File: config.mk
export PLATFORM = sky130hd
export DESIGN_NAME = uart_tx
export DESIGN_NICKNAME = d
export VERILOG_FILES = /design/src/rtl/uart_pkg.sv /design/src/rtl/uart_bit_timer.sv /design/src/rtl/uart_tx.sv
export SDC_FILE = /design/constraint.sdc
export NUM_CORES = 1
export LEC_CHECK = 0
export ABC_AREA = 1
export BUFFER_PORTS_ARGS = -buffer_cell sky130_fd_sc_hd__buf_2
export CAP_MARGIN = 20
export CORE_MARGIN = 8
export CORE_UTILIZATION = 60
export CTS_CLUSTER_SIZE = 8
export DETAILED_ROUTE_END_ITERATION = 16
export PLACE_DENSITY = 0.91
export RECOVER_POWER = 100
export SYNTH_ARGS = -nofsm -noshare
export SYNTH_HDL_FRONTEND = slang
export SYNTH_HIERARCHICAL = 1
export SYNTH_SLANG_ARGS = --single-unit
File: constraint.sdc
create_clock -name clk -period 2.15 [get_ports clk]
set_input_delay 0.645 -clock clk [delete_from_list [all_inputs] [get_ports clk]]
set_output_delay 0.645 -clock clk [all_outputs]
set_load 0.01 [all_outputs]
File: src/rtl/uart_pkg.sv
`default_nettype none
// +----------------------------------------------------------------------------+
// | uart_pkg : shared UART state encoding, bit-timing helpers, param checks    |
// | Revision : 1.0                                                             |
// +----------------------------------------------------------------------------+
package uart_pkg;

  typedef enum logic [2:0] {
    ST_IDLE  = 3'd0,
    ST_START = 3'd1,
    ST_DATA  = 3'd2,
    ST_STOP  = 3'd3,
    ST_BREAK = 3'd4
  } uart_state_e;

  function automatic int cycles_per_bit(input int clk_hz, input int bit_rate);
    return clk_hz / bit_rate;
  endfunction

  function automatic int count_width(input int cpb);
    return 1 + $clog2(cpb);
  endfunction

  function automatic bit params_ok(input int clk_hz, input int bit_rate,
                                   input int payload_bits, input int stop_bits);
    bit ok;
    ok = 1'b1;
    if (bit_rate <= 0) ok = 1'b0;
    else if ((clk_hz / bit_rate) < 2) ok = 1'b0;
    if ((payload_bits < 5) || (payload_bits > 9)) ok = 1'b0;
    if ((stop_bits < 1) || (stop_bits > 2)) ok = 1'b0;
    return ok;
  endfunction

endpackage
`default_nettype wire

File: src/rtl/uart_bit_timer.sv
`default_nettype none
// +----------------------------------------------------------------------------+
// | uart_bit_timer : per-bit cycle counter with a one-cycle bit_end strobe     |
// | Revision : 1.0                                                             |
// +----------------------------------------------------------------------------+
module uart_bit_timer
  import uart_pkg::*;
#(
  parameter int CYCLES_PER_BIT = 2,
  parameter int CNT_W          = count_width(CYCLES_PER_BIT)
) (
  input  logic clk_i,
  input  logic rst_ni,
  input  logic clear_i,
  input  logic enable_i,
  output logic bit_end_o
);

  localparam logic [CNT_W-1:0] LAST_COUNT = CNT_W'(CYCLES_PER_BIT - 1);

  logic [CNT_W-1:0] count_q;
  logic [CNT_W-1:0] count_d;

  always_comb begin
    bit_end_o = enable_i && !clear_i && (count_q == LAST_COUNT);
    count_d   = count_q;
    if (clear_i) begin
      count_d = '0;
    end else if (enable_i) begin
      count_d = bit_end_o ? '0 : count_q + 1'b1;
    end
  end

  always_ff @(posedge clk_i or negedge rst_ni) begin
    if (!rst_ni) begin
      count_q <= '0;
    end else begin
      count_q <= count_d;
    end
  end

endmodule
`default_nettype wire

File: src/rtl/uart_tx.sv
`default_nettype none
// +----------------------------------------------------------------------------+
// | uart_tx : UART transmitter, start/LSB-first data/stop framing plus BREAK   |
// | Revision : 1.0                                                             |
// +----------------------------------------------------------------------------+
module uart_tx
  import uart_pkg::*;
#(
  parameter int BIT_RATE     = 9600,
  parameter int CLK_HZ       = 50_000_000,
  parameter int PAYLOAD_BITS = 8,
  parameter int STOP_BITS    = 1
) (
  input  logic                    clk,
  input  logic                    resetn,
  input  logic                    uart_tx_en,
  input  logic                    uart_tx_valid,
  input  logic [PAYLOAD_BITS-1:0] uart_tx_data,
  input  logic                    uart_tx_break,
  output logic                    uart_tx_ready,
  output logic                    uart_tx_busy,
  output logic                    uart_txd
);

  localparam int CYCLES_PER_BIT = cycles_per_bit(CLK_HZ, BIT_RATE);
  // Wide enough to also count the full break length in bit times.
  localparam int BIT_CNT_W = $clog2(PAYLOAD_BITS + STOP_BITS + 1);

  localparam logic [BIT_CNT_W-1:0] LAST_DATA  = BIT_CNT_W'(PAYLOAD_BITS - 1);
  localparam logic [BIT_CNT_W-1:0] LAST_STOP  = BIT_CNT_W'(STOP_BITS - 1);
  localparam logic [BIT_CNT_W-1:0] LAST_BREAK = BIT_CNT_W'(PAYLOAD_BITS + STOP_BITS);

  generate
    if (!params_ok(CLK_HZ, BIT_RATE, PAYLOAD_BITS, STOP_BITS)) begin : g_param_error
      $error("uart_tx: illegal BIT_RATE/CLK_HZ/PAYLOAD_BITS/STOP_BITS combination");
    end
  endgenerate

  uart_state_e             state_q;
  logic [PAYLOAD_BITS-1:0] shift_q;
  logic [BIT_CNT_W-1:0]    bit_cnt_q;
  logic                    txd_q;
  logic                    w_timer_clear;
  logic                    w_bit_end;

  assign w_timer_clear = (state_q == ST_IDLE);
  assign uart_tx_ready = (state_q == ST_IDLE) && uart_tx_en && !uart_tx_break;
  assign uart_tx_busy  = (state_q != ST_IDLE);
  assign uart_txd      = txd_q;

  uart_bit_timer #(
    .CYCLES_PER_BIT (CYCLES_PER_BIT)
  ) u_bit_timer (
    .clk_i     (clk),
    .rst_ni    (resetn),
    .clear_i   (w_timer_clear),
    .enable_i  (!w_timer_clear),
    .bit_end_o (w_bit_end)
  );

  always_ff @(posedge clk or negedge resetn) begin
    if (!resetn) begin
      state_q   <= ST_IDLE;
      shift_q   <= '0;
      bit_cnt_q <= '0;
      txd_q     <= 1'b1;
    end else begin
      case (state_q)
        ST_IDLE: begin
          txd_q     <= 1'b1;
          bit_cnt_q <= '0;
          if (uart_tx_break && uart_tx_en) begin
            state_q <= ST_BREAK;
            txd_q   <= 1'b0;
          end else if (uart_tx_valid && uart_tx_ready) begin
            state_q <= ST_START;
            shift_q <= uart_tx_data;
            txd_q   <= 1'b0;
          end
        end
        ST_START: begin
          if (w_bit_end) begin
            state_q <= ST_DATA;
            txd_q   <= shift_q[0];
          end
        end
        ST_DATA: begin
          if (w_bit_end) begin
            shift_q <= shift_q >> 1;
            if (bit_cnt_q == LAST_DATA) begin
              state_q   <= ST_STOP;
              txd_q     <= 1'b1;
              bit_cnt_q <= '0;
            end else begin
              // shift_q[1] is the bit that becomes shift_q[0] after this edge.
              txd_q     <= shift_q[1];
              bit_cnt_q <= bit_cnt_q + 1'b1;
            end
          end
        end
        ST_STOP: begin
          if (w_bit_end) begin
            if (bit_cnt_q == LAST_STOP) begin
              state_q   <= ST_IDLE;
              bit_cnt_q <= '0;
            end else begin
              bit_cnt_q <= bit_cnt_q + 1'b1;
            end
          end
        end
        ST_BREAK: begin
          if (w_bit_end) begin
            if (bit_cnt_q == LAST_BREAK) begin
              state_q   <= ST_STOP;
              txd_q     <= 1'b1;
              bit_cnt_q <= '0;
            end else begin
              bit_cnt_q <= bit_cnt_q + 1'b1;
            end
          end
        end
        default: begin
          state_q <= ST_IDLE;
          txd_q   <= 1'b1;
        end
      endcase
    end
  end

endmodule
`default_nettype wire

== After elaboration in Yosys (flattened, before gate mapping) ==
Index checks and enable logic that the tools add are counted.
Operators by class
  add/subtract/negate cells: 2
  equal/unequal tests: 17
  muxes and demuxes: 31
  bitwise logic cells: 1
  reductions and logical operators: 16
Operators with widths (count)
  2-to-1 mux 14 bit: 2
  2-to-1 mux 3 bit: 9
  2-to-1 mux 4 bit: 6
  2-to-1 mux 8 bit: 3
  case mux 4 bit (4 select lines): 1
  case mux 8 bit (2 select lines): 1
  case mux 3 bit (5 select lines): 1
  adder 14 x 1 -> 14 bit, second input constant: 1
  == test 14 x 13 -> 1 bit, second input constant: 1
  inequality test 2 x 1 -> 1 bit, second input constant: 5
  inequality test 2 bit, second input constant: 4
  AND reduction 4 bit: 2
  AND reduction 8 bit: 1
  2-to-1 mux 1 bit: 7
  == test 3 x 2 -> 1 bit, second input constant: 2
  logical AND 1 bit: 5
  case mux 1 bit (5 select lines): 1
  AND reduction 5 bit: 1
  adder 4 x 1 -> 4 bit, second input constant: 1
  == test 4 x 3 -> 1 bit, second input constant: 1
  == test 4 bit, second input constant: 1
  zero test 4 bit: 1
  nonzero test 4 bit: 1
  == test 3 x 1 -> 1 bit, second input constant: 1
  7 further kinds: 8
Word-level totals
  register bits: 30
  input bits: 13
  output and inout bits: 3
  word-level logic and storage cells: 72

== Logic depth before layout (Yosys ltp) ==
Gate-level depths: netlist (run 1).
  depth after elaboration: 7
  depth in mapped cells: 14
  mapped depth without buffers: 13

== Cells and area by module ==
Netlist (run 1), hierarchy kept.
By module, submodules not included
  uart_tx: instances 1, cells each 155, area each 1147.4 µm², sequential area each 401.6 µm²
  uart_bit_timer: instances 1, cells each 141, area each 957.2 µm², sequential area each 350.3 µm²

== Worst setup path before layout (run 1) ==
No wires, ideal clock.
  path type: reg2reg
  from: register state_q[0]
  to: register shift_q[5]
  setup time: 0.074 ns
  data arrival time: 1.846 ns
  data required time: 2.076 ns
  slack: 0.230 ns
  stages on the path, launching flop included: 14
  path buffers: 1
  period minus slack after synthesis: 1.920 ns
  cell sequence: dfrtp_1 nor2_2 nand2_4 inv_6 nor2_2 nand2_1 nor4_1 inv_1 nand2_1 o21ai_4 nor2_8 buf_12 nand2_2 o21ai_2
On the way
  elaborated cells on any way between the ends: 13
  classes of those cells: eq/ne: 4; mux: 1; reduce/logical: 8
RTL lines
  start: declaration: line uart_tx.sv:39  | uart_state_e state_q;
  start signal: assignment: line uart_tx.sv:63  | state_q <= ST_IDLE;
  start signal: assignment: line uart_tx.sv:73  | state_q <= ST_BREAK;
  start signal: assignment: line uart_tx.sv:76  | state_q <= ST_START;
  zero test 3 bit: line uart_tx.sv:46  | assign w_timer_clear = (state_q == ST_IDLE);
  named net w_timer_clear: line uart_tx.sv:43  | logic w_timer_clear;
  zero test 1 bit: line uart_bit_timer.sv:25, uart_tx.sv:57
  logical AND 1 bit: line uart_bit_timer.sv:25  | bit_end_o = enable_i && !clear_i && (count_q == LAST_COUNT);
  named net w_bit_end: line uart_tx.sv:44  | logic w_bit_end;
  inequality test 2 x 1 -> 1 bit (no source line)
  AND reduction 4 bit (no source line)
  end signal: assignment: line uart_tx.sv:77  | shift_q <= uart_tx_data;
  end signal: assignment: line uart_tx.sv:89  | shift_q <= shift_q >> 1;
  end: declaration: line uart_tx.sv:40  | logic [PAYLOAD_BITS-1:0] shift_q;
The timed path passes the listed nets, and every way through them passes these cells.
A chain may end at the register's enable or synchronous reset.

== Worst setup path after layout (run 1) ==
  from: register state_q[0]
  to: output port uart_tx_ready
On the way
  longest elaborated chain between the ends: 3
RTL lines
  zero test 3 bit: line uart_tx.sv:47  | assign uart_tx_ready = (state_q == ST_IDLE) && uart_tx_en && !uart_tx_break;
  logical AND 1 bit (2 in a row): line uart_tx.sv:47
  end: declaration: line uart_tx.sv:20  | output logic uart_tx_ready,
Every way passes these cells.

==> results.tsv, run 1 <==
stage	metric	value	unit
cells_and_area	antenna diode count	0	
logic_synthesis	share of synthesized area occupied by flip-flops and latches	35.7	%
power	Pleak	1.13	nW
global_routing	Remaining Overflow, GRT	0	
logic_synthesis	Post-Synthesis Cells	296	
drt	routed wire length per instance	12.5	microns
placed_design	count of input and output buffers	15	
power	maximum resistive drop on vdd	806	uV
worst_setup_path	kind of capture point of the worst setup path	primary output	
power	Power per Cell Area	1220	nW/um^2
cts	Max Buffers Root-to-Sink	2	
global_routing	maximum number of pins on one net before global-route repair	31	
power	sw frac	47.9	%
cts	hold bufs inserted after CTS	0	
cts	number of clock buffers inserted by TritonCTS	5	
placed_design	HPWL after DPL	3470	microns
timing	final cycle utilization of the critical path	93.2	%
logic_synthesis	count of distinct cell types in the synthesized netlist	32	
logic_synthesis	number of flops mapped to enable cells by yosys	0	
logic_synthesis	Netlist Area Pre-Place	2100	sq um
die	core box area	3360	sq um
die	I/O pin count	16	
timing	maximum clock rate	0.499	GHz
logic_synthesis	count of synthesis-stage warnings from yosys	6	
timing	Worst Tran Pin Value	674	ps
cts	clock insertion delay at the later pin of the skew report	350	ps
cts	Root Buffer Master	sky130_fd_sc_hd__clkbuf_4	
worst_setup_path	Required @ worst endpoint	1500	ps
worst_setup_path	critical path launch point type	flop	
power	overall power after layout	2.82	mW
cells_and_area	area delta synth->final	9.99	%
logic_synthesis	ys flop type	sky130_fd_sc_hd__dfrtp_1	
drt	number of DRC violations after detailed routing	0	
die	horizontal extent of the die	75.2	microns
worst_setup_path	endpoint arrival time on the critical path	1360	ps
power	sequential cell fraction of total power	29.4	%
power	clock share of power	16.0	%
die	Die H	75.2	microns
placed_design	routability cong.	0.906	
logic_synthesis	Post-Syn Nets	313	
cells_and_area	final standard cell count with taps included and fillers excluded	367	
global_routing	global-route wire length before repair	8010	microns
logic_synthesis	flip-flop and latch count after synthesis	30	
global_routing	global-route usage over all layers	18.5	%
timing	count of final hold-check violations	0	
drt	final antenna-violating net count	0	
cts	clock sink count	30	
cts	deepest level of the CTS H-tree	2	
job	number of maximum-capacitance constraint violations	0	
drt	final WL	4600	microns
worst_setup_path	type of the worst setup path	reg -> out	
global_routing	vias in the first global route	1846	
die	floorplan die area	5660	sq um
cells_and_area	NumNets Final	337	
logic_synthesis	mean instance size in the synthesized netlist	7.11	sq um
timing	total of endpoints with negative setup slack in the final report	0	
cts	CTS tree	built	
global_routing	antenna violations before repair	0	
min_path	hold crit path type	in -> async	
placed_design	cell count after placement	357	
drt	drt via density	5.48	
drt	detailed-routing iteration count for the pre-antenna-repair pass	5	
cells_and_area	share of final-layout standard cells stronger than drive strength 1	19.9	%
worst_setup_path	Worst Path Max Fanout	8	
drt	first-iteration detailed-routing DRC count	159	
cts	post-CTS clock slew at the launch and capture registers of the worst setup and hold paths	110	ps
power	internal power	1.47	mW
power	combinational fraction of design power	54.6	%
logic_synthesis	share of flip-flops with an asynchronous set or reset after synthesis	100	%
timing	number of pins with negative max-slew slack in the final report	0	
drt	Vias	2010	
run_status	run status	completed	
timing	clock period minus worst slack	2000	ps
timing	clk_skew	14.6	ps
power	net load switching power	1.35	mW
timing	Rel. slew slack	55.0	%
timing	post-route setup TNS	0	ps
timing	unrepaired setup endpoints after global routing	no	
die	starting utilization of the core area	62.6	%
die	row cnt	21	
## critical path: stages (launching register included)
cell and delay (ps):
sky130_fd_sc_hd__dfrtp_1 410, sky130_fd_sc_hd__nor2_2 200, sky130_fd_sc_hd__nand2_4 130, sky130_fd_sc_hd__nor2_1 130, sky130_fd_sc_hd__buf_2 150
## metrics by stage
| step | utilization, % | setup WS [ps] | cell area [sq um] | hold slack, ps |
|---|---|---|---|---|
| global route | 68.8 | 6.11 | 2310 | 374 |
| detailed placement | 66.3 | 9.78 | 2230 | 456 |
| CTS | 68.6 | 37.2 | 2310 | 336 |
| floorplan | - | 230 | 2100 | 349 |
| finish | 68.8 | 147 | 2310 | 324 |
| global placement | 66.3 | 204 | 2230 | 453 |
## metal layers
layer	track usage [%]	vias to the layer above	part of all wire, %
met1	22.4	914	43
met2	30.4	70	48
li1	-	1010	-
met4	6.40	0	2.4
met3	5.33	16	5.9
met5	0	-	0
## worst paths after layout
path / startpoint / to / slack, ps / cells after the start
max: state_q[0]$_DFFE_PN0P_ / uart_tx_ready / 150 / 4
min: resetn / u_bit_timer/count_q[11]$_DFFE_PN0P_ / 320 / 1
max reg2reg: state_q[0]$_DFFE_PN0P_ / u_bit_timer/count_q[13]$_DFFE_PN0P_ / 210 / 12
min reg2reg: uart_txd$_DFFE_PN1P_ / uart_txd$_DFFE_PN1P_ / 480 / 2
max in group asynchronous: resetn / state_q[2]$_DFFE_PN0P_ / 1360 / 1
min in group clk: uart_txd$_DFFE_PN1P_ / uart_txd$_DFFE_PN1P_ / 480 / 2
## power by group through the flow
stage	combinational, mW	clock (mW)	sequential [mW]
after global placement	1.48	0	0.830
after CTS	1.55	0.461	0.831
final	1.54	0.452	0.829
after global routing	1.73	0.498	0.847
after floorplan	1.25	0	0.833
after detailed placement	1.54	0	0.843
## flip-flops by register name, summed over array words and instances (netlist names)
name,flops
u_bit_timer/count_q,14
shift_q,8
bit_cnt_q,4
state_q,3
uart_txd,1
## what timing repair did
item | CTS | global route
setup endpoints to repair | 1 | 15
resized for setup | 1 | 2
buffers inserted | 0 | 2
pin swaps | 0 | 1
## cells by family (layout without fill, tap and decap cells)
| kind of cell | after synthesis | count (layout) | synth area share [%] |
|---|---|---|---|
| AO/OA/AOI/OAI | 34 | 34 | 11.2 |
| XOR/XNOR | 2 | 2 | 0.832 |
| adder cells (fa/ha/maj) | 4 | 4 | 2.38 |
| buffers and inverters | 41 | 66 | 8.86 |
| flip-flops | 30 | 30 | 35.7 |
| AND/OR/NAND/NOR | 185 | 185 | 41.0 |
## cell usage after synthesis, drive strengths merged, types with 2 or more instances
cell	instances	area (sq um)
nand3	34	180
ha	4	50.1
nand4	12	75.1
xor2	2	17.5
a21oi	2	10.0
o21ai	26	179
buf	3	32.5
nand2	107	432
o22ai	3	18.8
nor2	31	170
dfrtp	29	726
inv	37	149
## cells in the final DEF, fill, tap and decap left out, types with 3 or more instances in the layout
| cell type | synthesis | final |
|---|---|---|
| sky130_fd_sc_hd__nor2_1 | 21 | 22 |
| sky130_fd_sc_hd__clkbuf_4 | 0 | 5 |
| sky130_fd_sc_hd__buf_2 | 1 | 14 |
| sky130_fd_sc_hd__nand3_1 | 32 | 31 |
| sky130_fd_sc_hd__nand3_2 | 2 | 3 |
| sky130_fd_sc_hd__inv_1 | 30 | 32 |
| sky130_fd_sc_hd__nor2_4 | 3 | 3 |
| sky130_fd_sc_hd__ha_1 | 4 | 4 |
| sky130_fd_sc_hd__o21ai_0 | 13 | 15 |
| sky130_fd_sc_hd__buf_4 | 1 | 6 |
| sky130_fd_sc_hd__o21ai_2 | 7 | 7 |
| sky130_fd_sc_hd__nand2_1 | 97 | 99 |
| sky130_fd_sc_hd__nand4_1 | 12 | 12 |
| sky130_fd_sc_hd__o22ai_1 | 3 | 3 |
| sky130_fd_sc_hd__dfrtp_1 | 29 | 28 |
| sky130_fd_sc_hd__o21ai_1 | 4 | 3 |
| sky130_fd_sc_hd__nand2_2 | 9 | 7 |
| sky130_fd_sc_hd__nor2_2 | 6 | 5 |
## layout make-up
class | count | area (sq um)
inverters | 37 | 149
well taps | 46 | 57.6
multi-input cells | 225 | 1160
clock inverters | 3 | 40.0
flip-flops and latches | 30 | 753
clock buffers | 5 | 37.5
repair buffers | 21 | 119
fillers | 303 | 1050
(Power assumes the default switching activity.)
==> inputs of run 2 (changes only) <==
- BUFFER_PORTS_ARGS: -buffer_cell sky130_fd_sc_hd__buf_2 -> default
- CORE_UTILIZATION: 60 -> 62
- DONT_BUFFER_PORTS: default -> 1
- PLACE_DENSITY: 0.91 -> 0.89
==> results.tsv, run 2 (synthesis gave the netlist of run 1 again) <==
stage	metric	value	unit	change
run_status	run status	finished with violations		was completed
run_status	violated checks	capacitance limit, slew limit		
cts	Root Buffer Master	sky130_fd_sc_hd__clkbuf_4		unchanged
job	number of maximum-capacitance constraint violations	1		was 0
min_path	hold crit path type	in -> async		unchanged
cells_and_area	area delta synth->final	5.89	%	was 9.99%
placed_design	HPWL after DPL	3370	microns	was 3470 microns
timing	clock period minus worst slack	2020	ps	was 2000 ps
power	sw frac	49.2	%	was 47.9%
placed_design	routability cong.	0.888		was 0.906
worst_setup_path	launching point of the worst reg2reg path	state_q[2]$_DFFE_PN0P_		was state_q[0]$_DFFE_PN0P_
power	net load switching power	1.33	mW	was 1.35 mW
cells_and_area	largest registers in the final layout	u_bit_timer/count_q: 14 flops, shift_q: 8 flops, bit_cnt_q: 4 flops		unchanged
power	internal power	1.37	mW	was 1.47 mW
cells_and_area	final standard cell count with taps included and fillers excluded	353		was 367
global_routing	global-route usage over all layers	19.1	%	was 18.5%
timing	total of endpoints with negative setup slack in the final report	0		unchanged
drt	routed wire length per instance	13.2	microns	was 12.5 microns
cells_and_area	leading cell type in the layout, fill and taps excluded	sky130_fd_sc_hd__nand2_1		unchanged
timing	final cycle utilization of the critical path	93.8	%	was 93.2%
drt	Vias	1894		was 2,010
power	maximum resistive drop on vdd	599	uV	was 806 uV
die	row cnt	21		unchanged
drt	final antenna-violating net count	0		unchanged
die	I/O pin count	16		unchanged
timing	maximum clock rate	0.496	GHz	was 0.499 GHz
global_routing	vias in the first global route	1839		was 1,846
power	Power per Cell Area	1210	nW/um^2	was 1220 nW/um^2
timing	Rel. slew slack	-4.83	%	was 55.0%
worst_setup_path	worst reg2reg endpoint	shift_q[3]$_DFFE_PN0P_		was u_bit_timer/count_q[13]$_DFFE_PN0P_
die	starting utilization of the core area	63.6	%	was 62.6%
cts	CTS tree	built		unchanged
global_routing	maximum number of pins on one net before global-route repair	30		was 31
power	clock share of power	13.3	%	was 16.0%
cts	clock insertion delay at the later pin of the skew report	340	ps	was 350 ps
worst_setup_path	worst r2r path cells	11		was 12
drt	number of DRC violations after detailed routing	0		unchanged
worst_setup_path	type of the worst setup path	reg -> out		unchanged
timing	count of final hold-check violations	0		unchanged
placed_design	post-place setup slack	-0.915	ps	was 9.78 ps
power	sequential cell fraction of total power	30.6	%	was 29.4%
global_routing	Remaining Overflow, GRT	0		unchanged
timing	clk_skew	22.4	ps	was 14.6 ps
cells_and_area	number of flip-flops in the largest register	14		unchanged
cts	clock sink count	30		unchanged
cts	Max Buffers Root-to-Sink	2		unchanged
placed_design	cell count after placement	341		was 357
timing	final hold slack	126	ps	was 324 ps
drt	drt via density	5.37		was 5.48
timing	Worst Tran Pin Value	1570	ps	was 674 ps
die	horizontal extent of the die	74.3	microns	was 75.2 microns
die	floorplan die area	5510	sq um	was 5660 sq um
cells_and_area	most used cells in the layout excluding fill and tap cells	sky130_fd_sc_hd__nand2_1 (98), sky130_fd_sc_hd__inv_1 (32), sky130_fd_sc_hd__nand3_1 (32), sky130_fd_sc_hd__dfrtp_1 (28), sky130_fd_sc_hd__nor2_1 (23)		was sky130_fd_sc_hd__nand2_1 (99), sky130_fd_sc_hd__inv_1 (32), sky130_fd_sc_hd__nand3_1 (31), sky130_fd_sc_hd__dfrtp_1 (28), sky130_fd_sc_hd__nor2_1 (22)
drt	first-iteration detailed-routing DRC count	97		was 159
power	combinational fraction of design power	56.2	%	was 54.6%
cells_and_area	share of final-layout standard cells stronger than drive strength 1	14.7	%	was 19.9%
cts	deepest level of the CTS H-tree	2		unchanged
worst_setup_path	critical path launch point type	flop		unchanged
global_routing	global-route wire length before repair	8030	microns	was 8010 microns
die	core box area	3310	sq um	was 3360 sq um
worst_setup_path	endpoint arrival time on the critical path	1370	ps	was 1360 ps
cells_and_area	antenna diode count	0		unchanged
placed_design	count of input and output buffers	0		was 15
timing	unrepaired setup endpoints after global routing	no		unchanged
worst_setup_path	Worst Path Max Fanout	8		unchanged
worst_setup_path	kind of capture point of the worst setup path	primary output		unchanged
timing	setup slack of the critical path after layout	132	ps	was 147 ps
cts	number of clock buffers inserted by TritonCTS	5		unchanged
drt	detailed-routing iteration count for the pre-antenna-repair pass	4		was 5
cells_and_area	Largest Register	u_bit_timer/count_q		unchanged
worst_setup_path	register-to-register setup slack	200	ps	was 210 ps
timing	number of pins with negative max-slew slack in the final report	30		was 0
cells_and_area	NumNets Final	323		was 337
power	Pleak	1.06	nW	was 1.13 nW
worst_setup_path	Required @ worst endpoint	1500	ps	about the same
cts	post-CTS clock slew at the launch and capture registers of the worst setup and hold paths	110	ps	about the same
global_routing	antenna violations before repair	0		unchanged
drt	final WL	4660	microns	was 4600 microns
die	Die H	74.3	microns	was 75.2 microns
==> run 2: cell count changes in the layout (fill, tap and decap cells not counted), moves of 2 or more <==
cell	previous run	this run
sky130_fd_sc_hd__buf_2	14	0
sky130_fd_sc_hd__o21ai_1	3	7
sky130_fd_sc_hd__o21ai_2	7	4
sky130_fd_sc_hd__nor2_2	5	3
sky130_fd_sc_hd__nor2_4	3	5
==> run 2: what timing repair did <==
| item | 4_1_cts | 5_1_grt |
|---|---|---|
| gates resized for setup | 1 | 3 |
| buffers inserted | 0 | 2 |
| pin swaps | 0 | 1 |
| cloned | 0 | 1 |
| setup endpoints to repair | 6 | 15 |
| hold endpoints to repair | 29 | 0 |
| hold buffers | 1 | 0 |
==> run 2: layer usage <==
metal	vias up	wire length, microns	global-route usage, %
li1	987	-	-
met1	860	2060	21.9
met2	32	2290	31.3
met3	15	150	4.85
met4	0	167	11.3
met5	-	0	0
==> run 2: worst max path at each step <==
stage | slack [ps] | from | to
final | 130 | state_q[0]$_DFFE_PN0P_ | uart_tx_ready
after global routing | 20 | u_bit_timer/count_q[1]$_DFFE_PN0P_ | state_q[2]$_DFFE_PN0P_
after CTS | 10 | state_q[2]$_DFFE_PN0P_ | shift_q[4]$_DFFE_PN0P_
after detailed placement | -0.9 | state_q[2]$_DFFE_PN0P_ | shift_q[4]$_DFFE_PN0P_
after global placement | 140 | state_q[2]$_DFFE_PN0P_ | shift_q[1]$_DFFE_PN0P_
after floorplan | 230 | state_q[0]$_DFFE_PN0P_ | shift_q[5]$_DFFE_PN0P_
==> run 2: layout make-up <==
type / count / area, sq um
multi-input cells: 226 / 1170
inverters: 37 / 149
clock inverters: 1 / 5.00
well taps: 46 / 57.6
repair buffers: 6 / 41.3
clock buffers: 7 / 55.1
flip-flops and latches: 30 / 753
fillers: 307 / 1080
==> run 2: power by group through the flow <==
stage / clock (mW) / combinational [mW] / sequential (mW)
5_1_grt: 0.399 / 1.70 / 0.848
3_5_place_dp: 0 / 1.47 / 0.847
6_report: 0.358 / 1.52 / 0.828
3_3_place_gp: 0 / 1.42 / 0.839
2_1_floorplan: 0 / 1.25 / 0.833
4_1_cts: 0.371 / 1.49 / 0.837
==> run 2: critical path, cell delays in order (launching register included) <==
cell                      delay [ps]
sky130_fd_sc_hd__dfrtp_1         400
sky130_fd_sc_hd__nor2_2          250
sky130_fd_sc_hd__nand2_8         130
sky130_fd_sc_hd__nor2_1          250
==> run 2: per-stage QoR <==
stage          utilization, %  area (sq um)  power, mW  setup TNS, ps
2_1_floorplan               -          2100       2.08              0
5_1_grt                  67.3          2230       2.95              0
3_5_place_dp             64.9          2150       2.31         -0.915
4_1_cts                  67.3          2230       2.70              0
6_report                 67.3          2230       2.71              0
3_3_place_gp             64.9          2150       2.25              0
